**src/rtl/logic_unit_pkg.sv**
```systemverilog
// Shared types and constants for the pipelined bitwise logic unit.
// Opcode encoding and skid-buffer state encoding live here.
package logic_unit_pkg;

  localparam int WIDTH_DEFAULT = 32;

  typedef logic [2:0] op_t;

  localparam op_t OP_AND  = 3'd0;
  localparam op_t OP_OR   = 3'd1;
  localparam op_t OP_XOR  = 3'd2;
  localparam op_t OP_NOR  = 3'd3;
  localparam op_t OP_NAND = 3'd4;
  localparam op_t OP_XNOR = 3'd5;
  localparam op_t OP_ANDN = 3'd6;
  localparam op_t OP_PASS = 3'd7;

  typedef enum logic [1:0] {
    SB_EMPTY = 2'd0,
    SB_ONE   = 2'd1,
    SB_FULL  = 2'd2
  } sb_state_e;

endpackage

```
**src/rtl/logic_unit_pipe_skid_buf.sv**
```systemverilog
// Two-entry output skid buffer with a registered in_ready.
// The head entry is always the oldest and drives out_data.
module skid_buf
  import logic_unit_pkg::*;
#(
  parameter int W = WIDTH_DEFAULT + 1
) (
  input  logic         clk,
  input  logic         rst,
  input  logic         in_valid,
  output logic         in_ready,
  input  logic [W-1:0] in_data,
  output logic         out_valid,
  input  logic         out_ready,
  output logic [W-1:0] out_data
);

  sb_state_e    state_q, state_d;
  logic [W-1:0] head_q, head_d;
  logic [W-1:0] tail_q, tail_d;
  logic         in_ready_q, in_ready_d;
  logic         in_xfer;
  logic         out_xfer;

  always_comb begin
    state_d  = state_q;
    head_d   = head_q;
    tail_d   = tail_q;
    in_xfer  = in_valid && in_ready_q;
    out_xfer = (state_q != SB_EMPTY) && out_ready;
    case (state_q)
      SB_EMPTY: begin
        if (in_xfer) begin
          head_d  = in_data;
          state_d = SB_ONE;
        end
      end
      SB_ONE: begin
        if (in_xfer && out_xfer) begin
          head_d = in_data;
        end else if (in_xfer) begin
          tail_d  = in_data;
          state_d = SB_FULL;
        end else if (out_xfer) begin
          state_d = SB_EMPTY;
        end
      end
      SB_FULL: begin
        if (out_xfer) begin
          head_d  = tail_q;
          state_d = SB_ONE;
        end
      end
      default: state_d = SB_EMPTY;
    endcase
    // Look ahead at the next state so in_ready is a pure flop.
    in_ready_d = (state_d != SB_FULL);
  end

  always_ff @(posedge clk) begin
    if (rst) begin
      state_q    <= SB_EMPTY;
      head_q     <= '0;
      tail_q     <= '0;
      in_ready_q <= 1'b0;
    end else begin
      state_q    <= state_d;
      head_q     <= head_d;
      tail_q     <= tail_d;
      in_ready_q <= in_ready_d;
    end
  end

  assign in_ready  = in_ready_q;
  assign out_valid = (state_q != SB_EMPTY);
  assign out_data  = head_q;

endmodule

```
**src/rtl/logic_unit_pipe.sv**
```systemverilog
// Pipelined bitwise logic unit: opcode decode and datapath feeding
// a skid buffer that registers the result together with its zero flag.
module logic_unit_pipe
  import logic_unit_pkg::*;
#(
  parameter int WIDTH = WIDTH_DEFAULT
) (
  input  logic             clk,
  input  logic             rst,
  input  logic             in_valid,
  output logic             in_ready,
  input  logic [2:0]       op,
  input  logic [WIDTH-1:0] A,
  input  logic [WIDTH-1:0] B,
  output logic             out_valid,
  input  logic             out_ready,
  output logic [WIDTH-1:0] res,
  output logic             zero
);

  op_t              op_sel;
  logic [WIDTH-1:0] res_d;
  logic             zero_d;
  logic [WIDTH:0]   pay_in;
  logic [WIDTH:0]   pay_out;

  assign op_sel = op_t'(op);

  always_comb begin
    res_d = A;
    unique case (op_sel)
      OP_AND:  res_d = A & B;
      OP_OR:   res_d = A | B;
      OP_XOR:  res_d = A ^ B;
      OP_NOR:  res_d = ~(A | B);
      OP_NAND: res_d = ~(A & B);
      OP_XNOR: res_d = ~(A ^ B);
      OP_ANDN: res_d = A & ~B;
      OP_PASS: res_d = A;
    endcase
    zero_d = ~|res_d;
  end

  // zero travels with its result so it can never pair with a later entry.
  assign pay_in = {zero_d, res_d};

  skid_buf #(
    .W(WIDTH + 1)
  ) u_skid (
    .clk      (clk),
    .rst      (rst),
    .in_valid (in_valid),
    .in_ready (in_ready),
    .in_data  (pay_in),
    .out_valid(out_valid),
    .out_ready(out_ready),
    .out_data (pay_out)
  );

  assign res  = pay_out[WIDTH-1:0];
  assign zero = pay_out[WIDTH];

endmodule

```
**config.mk**
```make
export PLATFORM = sky130hd
export DESIGN_NAME = logic_unit_pipe
export DESIGN_NICKNAME = d
export VERILOG_FILES = /design/src/rtl/logic_unit_pkg.sv /design/src/rtl/logic_unit_pipe_skid_buf.sv /design/src/rtl/logic_unit_pipe.sv
export SDC_FILE = /design/constraint.sdc
export NUM_CORES = 1
export LEC_CHECK = 0
export CAP_MARGIN = 20
export CORE_MARGIN = 5
export CORE_UTILIZATION = 60
export CTS_CLUSTER_DIAMETER = 150
export DETAILED_ROUTE_END_ITERATION = 6
export PLACE_DENSITY = 0.94
export SYNTH_ARGS = -nofsm -noshare
export SYNTH_HDL_FRONTEND = slang
export SYNTH_HIERARCHICAL = 1
export SYNTH_SLANG_ARGS = --single-unit
```
**constraint.sdc**
```tcl
create_clock -name clk -period 6.15 [get_ports clk]
set_clock_uncertainty 0.2 [all_clocks]
set_input_delay 1.5375 -clock clk [delete_from_list [all_inputs] [get_ports clk]]
set_output_delay 1.5375 -clock clk [all_outputs]
set_load 0.02 [all_outputs]
```
=== Word level (Yosys, flattened, before mapping) ===
Cells that the tools add are included.

* Equal/unequal tests: 13
* Mux-type cells: 11
* Bitwise logic cells: 9
* Reductions and logical operators: 11

{| class="wikitable"
|+ Operators with widths
! cell !! count
|-
| one-hot mux 32 bit (8 select lines) || 1
|-
| inverter 32 bit || 4
|-
| 2-to-1 mux 33 bit || 3
|-
| one-hot mux 33 bit (3 select lines) || 1
|-
| AND 32 bit || 2
|-
| OR 32 bit || 1
|-
| OR reduction 32 bit || 1
|-
| XOR 32 bit || 1
|-
| equality test 3 bit, second input constant || 4
|-
| 2-to-1 mux 2 bit || 5
|-
| equality test 3 x 2 -> 1 bit, second input constant || 2
|-
| inequality test 2 x 1 -> 1 bit, second input constant || 3
|-
| one-hot mux 2 bit (3 select lines) || 1
|-
| AND reduction 4 bit || 1
|-
| equality test 3 x 1 -> 1 bit, second input constant || 1
|-
| logical AND 1 bit || 3
|-
| zero test 3 bit || 1
|-
| AND reduction 3 bit || 1
|-
| nonzero test 3 bit || 1
|-
| equality test 2 x 1 -> 1 bit, second input constant || 1
|-
| equality test 2 bit, second input constant || 1
|-
| zero test 2 bit || 1
|-
| inequality test 2 bit, second input constant || 1
|-
| nonzero test 2 bit || 1
|-
| other kinds (2) || 2
|}

* Register bits after elaboration: 69
* Input port bits: 71
* Output and inout port bits: 35
* Word-level logic and storage cells: 48

=== Depth between registers and ports, before layout ===
* Depth in word-level cells: 7
* Depth in mapped cells: 13
* Gate-level depth less buffers: 11

=== Hierarchy ===
The synthesis kept the hierarchy.

{| class="wikitable"
|+ Modules (own cells, without submodules)
! module !! instances !! cells an instance !! area each (um^2) !! sequential area each (um^2)
|-
| logic_unit_pipe || 1 || 535 || 4043.9 || 0.0
|-
| skid_buf || 1 || 307 || 2865.2 || 1381.3
|}

=== Worst setup path after synthesis ===
Ideal clock, no wire load.

* Kind: input to register
* Start: in A[13]
* End: reg u_skid.head_q[32], in the netlist u_skid/out_data[32]
* Setup time: 0.065 ns
* Data arrival time: 3.501 ns
* Required time: 5.885 ns
* Path slack: 2.383 ns
* Stages on the path: 11
* Buffers on the path: 0
* Path through: inv_1 -> ha_1 -> or4b_2 -> o22ai_1 -> nand2_1 -> o21ai_0 -> a22oi_1 -> nor4b_2 -> mux2_2 -> mux2i_1 -> nor2_1

* Longest elaborated chain between the ends: 7
* Elaborated cells between the ends (all ways): 13
* Classes of those cells: mux (4); bitwise (7); reduce/logical (2)

{| class="wikitable"
|+ Ends and longest elaborated chain
! element !! RTL line !! source
|-
| from (decl) || logic_unit_pipe.sv:13 || <nowiki>input logic [WIDTH-1:0] A,</nowiki>
|-
| XOR 32 bit, or another cell as far along || logic_unit_pipe.sv:34, logic_unit_pipe.sv:37 ||
|-
| inverter 32 bit (on tied branches) || logic_unit_pipe.sv:37, logic_unit_pipe.sv:35, logic_unit_pipe.sv:36 ||
|-
| one-hot mux 32 bit (8 select lines) (*) || logic_unit_pipe.sv:31 || <nowiki>unique case (op_sel)</nowiki>
|-
| OR reduction 32 bit (*) || logic_unit_pipe.sv:41 || <nowiki>zero_d = ~|res_d;</nowiki>
|-
| zero test 1 bit (*) || logic_unit_pipe.sv:41 ||
|-
| net zero_d || logic_unit_pipe.sv:23 || <nowiki>logic zero_d;</nowiki>
|-
| 2-to-1 mux 33 bit (on tied branches) || logic_unit_pipe_skid_buf.sv:39, logic_unit_pipe_skid_buf.sv:33 ||
|-
| one-hot mux 33 bit (3 select lines) (*) || logic_unit_pipe_skid_buf.sv:31 || <nowiki>case (state_q)</nowiki>
|-
| to (signal assigned) || logic_unit_pipe_skid_buf.sv:63 || <nowiki>head_q <= '0;</nowiki>
|-
| to (signal assigned) || logic_unit_pipe_skid_buf.sv:68 || <nowiki>head_q <= head_d;</nowiki>
|-
| to (decl) || logic_unit_pipe_skid_buf.sv:19 || <nowiki>logic [W-1:0] head_q, head_d;</nowiki>
|}

Mark *: on every way through the listed nets, which the timed path passes. The rest lies on a longest branch. The select of a mux whose other input is x is not followed.
A chain may end at the register's enable or synchronous reset.

=== Final worst setup path ===
* Start: in op[0]
* End: reg u_skid.head_q[32], in the netlist u_skid/out_data[32]

* Longest elaborated chain between the ends: 6
* Elaborated cells between the ends (all ways): 14
* Classes of those cells: eq/ne (7); mux (4); reduce/logical (3)

{| class="wikitable"
|+ Ends and longest elaborated chain
! element !! RTL line !! source
|-
| from (decl) || logic_unit_pipe.sv:12 || <nowiki>input logic [2:0] op,</nowiki>
|-
| equality test 3 bit, or another cell as far along || logic_unit_pipe.sv:31 ||
|-
| one-hot mux 32 bit (8 select lines) (*) || logic_unit_pipe.sv:31 ||
|-
| OR reduction 32 bit (*) || logic_unit_pipe.sv:41 ||
|-
| zero test 1 bit (*) || logic_unit_pipe.sv:41 ||
|-
| net zero_d || logic_unit_pipe.sv:23 ||
|-
| 2-to-1 mux 33 bit (on tied branches) || logic_unit_pipe_skid_buf.sv:39, logic_unit_pipe_skid_buf.sv:33 ||
|-
| one-hot mux 33 bit (3 select lines) (*) || logic_unit_pipe_skid_buf.sv:31 ||
|}

Marks and branches as above.

==> load_flow_metrics.sql <==
INSERT INTO impl_metrics (metric_group, metric, value, unit) VALUES
('outcome', 'outcome', 'completed', ''),
('route', 'route.detailed.wl_per_inst', '17.59', 'um'),
('sta', 'setup_ws', '1.458', 'ns'),
('yosys', 'synth_seq_area_share', '19.99', '%'),
('sta', 'timing.fmax', '0.2131', 'GHz'),
('route', 'met1_length', '6943', 'um'),
('clock_tree', 'postCtsHoldBufs', '0', ''),
('clock_tree', 'clock_transition_at_the_register_clock_pins_on_the_worst_setup_and_hold_paths_after_cts', '0.06', 'ns'),
('sta', 'tns', '0', 'ns'),
('run', 'drv_cap', '0', ''),
('setup_path', 'worstSetupPathType', 'in2reg', ''),
('yosys', 'syn-cell-area', '6909', 'um^2'),
('clock_tree', 'ctsLongestPathBuffers', '2', ''),
('route', 'top_signal_layer_used', 'met4', ''),
('sta', 'max_slew_margin', '35.13', '%'),
('sta', 'grt_setup_unrepaired', 'false', ''),
('floorplan', 'die_h', '117.3', 'um'),
('layout', 'area_growth_from_synthesis_to_layout', '18.91', '%'),
('setup_path', 'critical_path_peak_fanout', '94', ''),
('clock_tree', 'cts_root_buf', 'clkbuf_16', ''),
('layout', 'layout.nets', '1081', ''),
('place', 'port_buffers', '105', ''),
('yosys', 'synth-edff-count', '0', ''),
('grt', 'grt_pass1_vias', '6416', ''),
('floorplan', 'core-area', '11370', 'um^2'),
('power_and_ir_drop', 'peakVddDrop', '210.8', 'uV'),
('yosys', 'synth-seq-cells', '69', ''),
('route', 'drt_first_pass_iters', '5', ''),
('floorplan', 'design.portCount', '106', ''),
('setup_path', 'worst_ep_required_time', '6.22', 'ns'),
('yosys', 'synth_cells', '842', ''),
('clock_tree', 'cts-buffers-inserted', '9', ''),
('yosys', 'synth-async-reset-ratio', '0', '%'),
('yosys', 'synthesis.area_per_instance', '8.206', 'um^2'),
('clock_tree', 'htree_num_levels', '3', ''),
('yosys', 'synth_largest_type_area_fraction', '19.99', '%'),
('yosys', 'yosys.cell_count.top_type', 'nand2_1', ''),
('grt', 'globalRouteOverflowTotal', '0', ''),
('route', 'drtIter0Drc', '562', ''),
('place', 'place_worst_setup_slack', '1.256', 'ns'),
('setup_path', 'timing.critical_path.arrival', '4.77', 'ns'),
('route', 'dr_wl_met3', '1599', 'um'),
('yosys', 'synth-warning-count', '6', ''),
('worst_hold_path', 'worst_hold_path.num_cells', '2', ''),
('route', 'drtAntennaViolNets', '0', ''),
('route', 'dr_total_vias', '6467', ''),
('route', 'remaining_drc_errors', '0', ''),
('grt', 'grt_pass1_wl', '30550', 'um'),
('layout', 'count_of_inserted_antenna_diode_cells', '0', ''),
('worst_hold_path', 'hold_path.class', 'reg2reg', ''),
('yosys', 'ys_top_cells_by_area', 'dfxtp_1 (20%), ha_1 (17%), mux2_2 (8.5%), mux4_2 (6.8%), mux2i_1 (6.8%)', ''),
('floorplan', 'floorplan.die.width', '117.3', 'um'),
('sta', 'maxSlewViolCount', '0', ''),
('yosys', 'synth_common_cells', 'nand2_1 (97), ha_1 (96), inv_1 (86), nor2_1 (86), a21oi_1 (82)', ''),
('sta', 'finalSetupViolations', '0', ''),
('power_and_ir_drop', 'power.density', '179.7', 'nW/um^2'),
('sta', 'worst_slew_pin_slew', '0.9730', 'ns'),
('place', 'hpwlAfterDp', '13310', 'um'),
('layout', 'drive_above_1_share', '12.51', '%'),
('grt', 'grt_antenna_before_repair', '0', ''),
('clock_tree', 'post_cts.repair.setup_buffers', '0', ''),
('yosys', 'post-synth-top-area-cell', 'dfxtp_1', ''),
('sta', 'min_period', '4.692', 'ns'),
('clock_tree', 'post_cts_resized', '0', ''),
('place', 'place.gp.congestion', '0.9265', ''),
('yosys', 'postSynth.topFlopCell', 'dfxtp_1', ''),
('sta', 'holdWs', '0.2524', 'ns'),
('grt', 'grt_use_total', '26.32', '%'),
('place', 'placedInstanceArea', '7886', 'um^2'),
('power_and_ir_drop', 'static-leakage-power', '3.670', 'nW'),
('setup_path', 'cp-start-kind', 'input port', '');
-- cell usage in the layout (no fill, tap or decap), drive strengths merged, types with 2 or more instances in the layout --
| cell | n |
|---|---|
| o31ai | 3 |
| dfxtp | 69 |
| o311ai | 5 |
| clkinv | 3 |
| or2 | 6 |
| a21oi | 82 |
| a221oi | 4 |
| a31oi | 6 |
| nand4 | 5 |
| nor3 | 7 |
| nor2 | 86 |
| o32a | 3 |
| clkdlybuf4s50 | 102 |
| o21ai | 19 |
| nand2 | 97 |
| mux2 | 54 |
| nand2b | 6 |
| a22oi | 2 |
| and2 | 4 |
| mux4 | 21 |
| inv | 92 |
| or3 | 5 |
| nor4 | 6 |
| mux2i | 47 |
| and3b | 2 |
| ha | 96 |
| clkbuf | 9 |
| o22ai | 4 |
| nor2b | 7 |
| a211oi | 2 |
| a221o | 3 |
| buf | 14 |
| o21bai | 10 |
| nand3 | 10 |
| o211ai | 14 |
-- cell families after synthesis --
logic type	count (synthesis)	synth area share, %
buf+inv	143	9.435
fa+ha+maj	96	17.38
mux	122	22.46
simple gates	246	15.81
flops	69	19.99
compound gates	166	14.92
-- through the flow --
step / power, mW / std cells / utilization, %
after floorplan: 0.7946 / 842 / -
after global placement: 0.9343 / 1045 / 69.36
after detailed placement: 0.9495 / 1045 / 69.36
after CTS: 1.470 / 1061 / 72.02
after global routing: 1.547 / 1062 / 72.26
final: 1.476 / 1062 / 72.26
-- final timing paths --
check / to / startpoint / slack (ns)
max: u_skid/out_data[32] / op[0] / 1.46
min: u_skid/tail_q[13] / u_skid/tail_q[13] / 0.25
max reg2reg: u_skid/out_data[15] / u_skid/state_q[0] / 3.74
min reg2reg: u_skid/tail_q[13] / u_skid/tail_q[13] / 0.25
-- area by class of cell --
cell class                      instances  area [um^2]
Multi-Input combinational cell        630         4882
Fill cell                             790         3154
Sequential cell                        69         1381
Timing Repair Buffer                  116         1141
Inverter                               88        330.3
Clock buffer                            9        225.2
Tap cell                              143        178.9
Clock inverter                          7        76.32
-- critical path, cell delays in order --
cell	delay (ns)
buf_4	0.72
buf_4	0.63
nand2_1	0.16
a21oi_1	0.22
a31oi_1	0.09
nor4_1	0.45
a22oi_1	0.23
nor4b_2	0.33
mux2_2	0.20
mux2i_1	0.06
nor2_1	0.09
-- flip-flops by register name, summed over array words and instances (netlist names) --
name / count
u_skid/out_data: 33
u_skid/tail_q: 33
u_skid/state_q: 2
u_skid/in_ready: 1
-- per-layer routing --
| layer | vias to the layer above | GRT usage (%) |
|---|---|---|
| met5 | - | 0 |
| met4 | 0 | 12.84 |
| met3 | 85 | 5.438 |
| met2 | 387 | 46.15 |
| met1 | 2948 | 30.24 |
| li1 | 3047 | - |
-- power by group --
| part | internal [mW] | switching (mW) |
|---|---|---|
| Sequential | 0.466 | 0.0125 |
| Clock | 0.288 | 0.231 |
| Combinational | 0.225 | 0.254 |
Note: power is estimated with default switching activity, not from simulation.
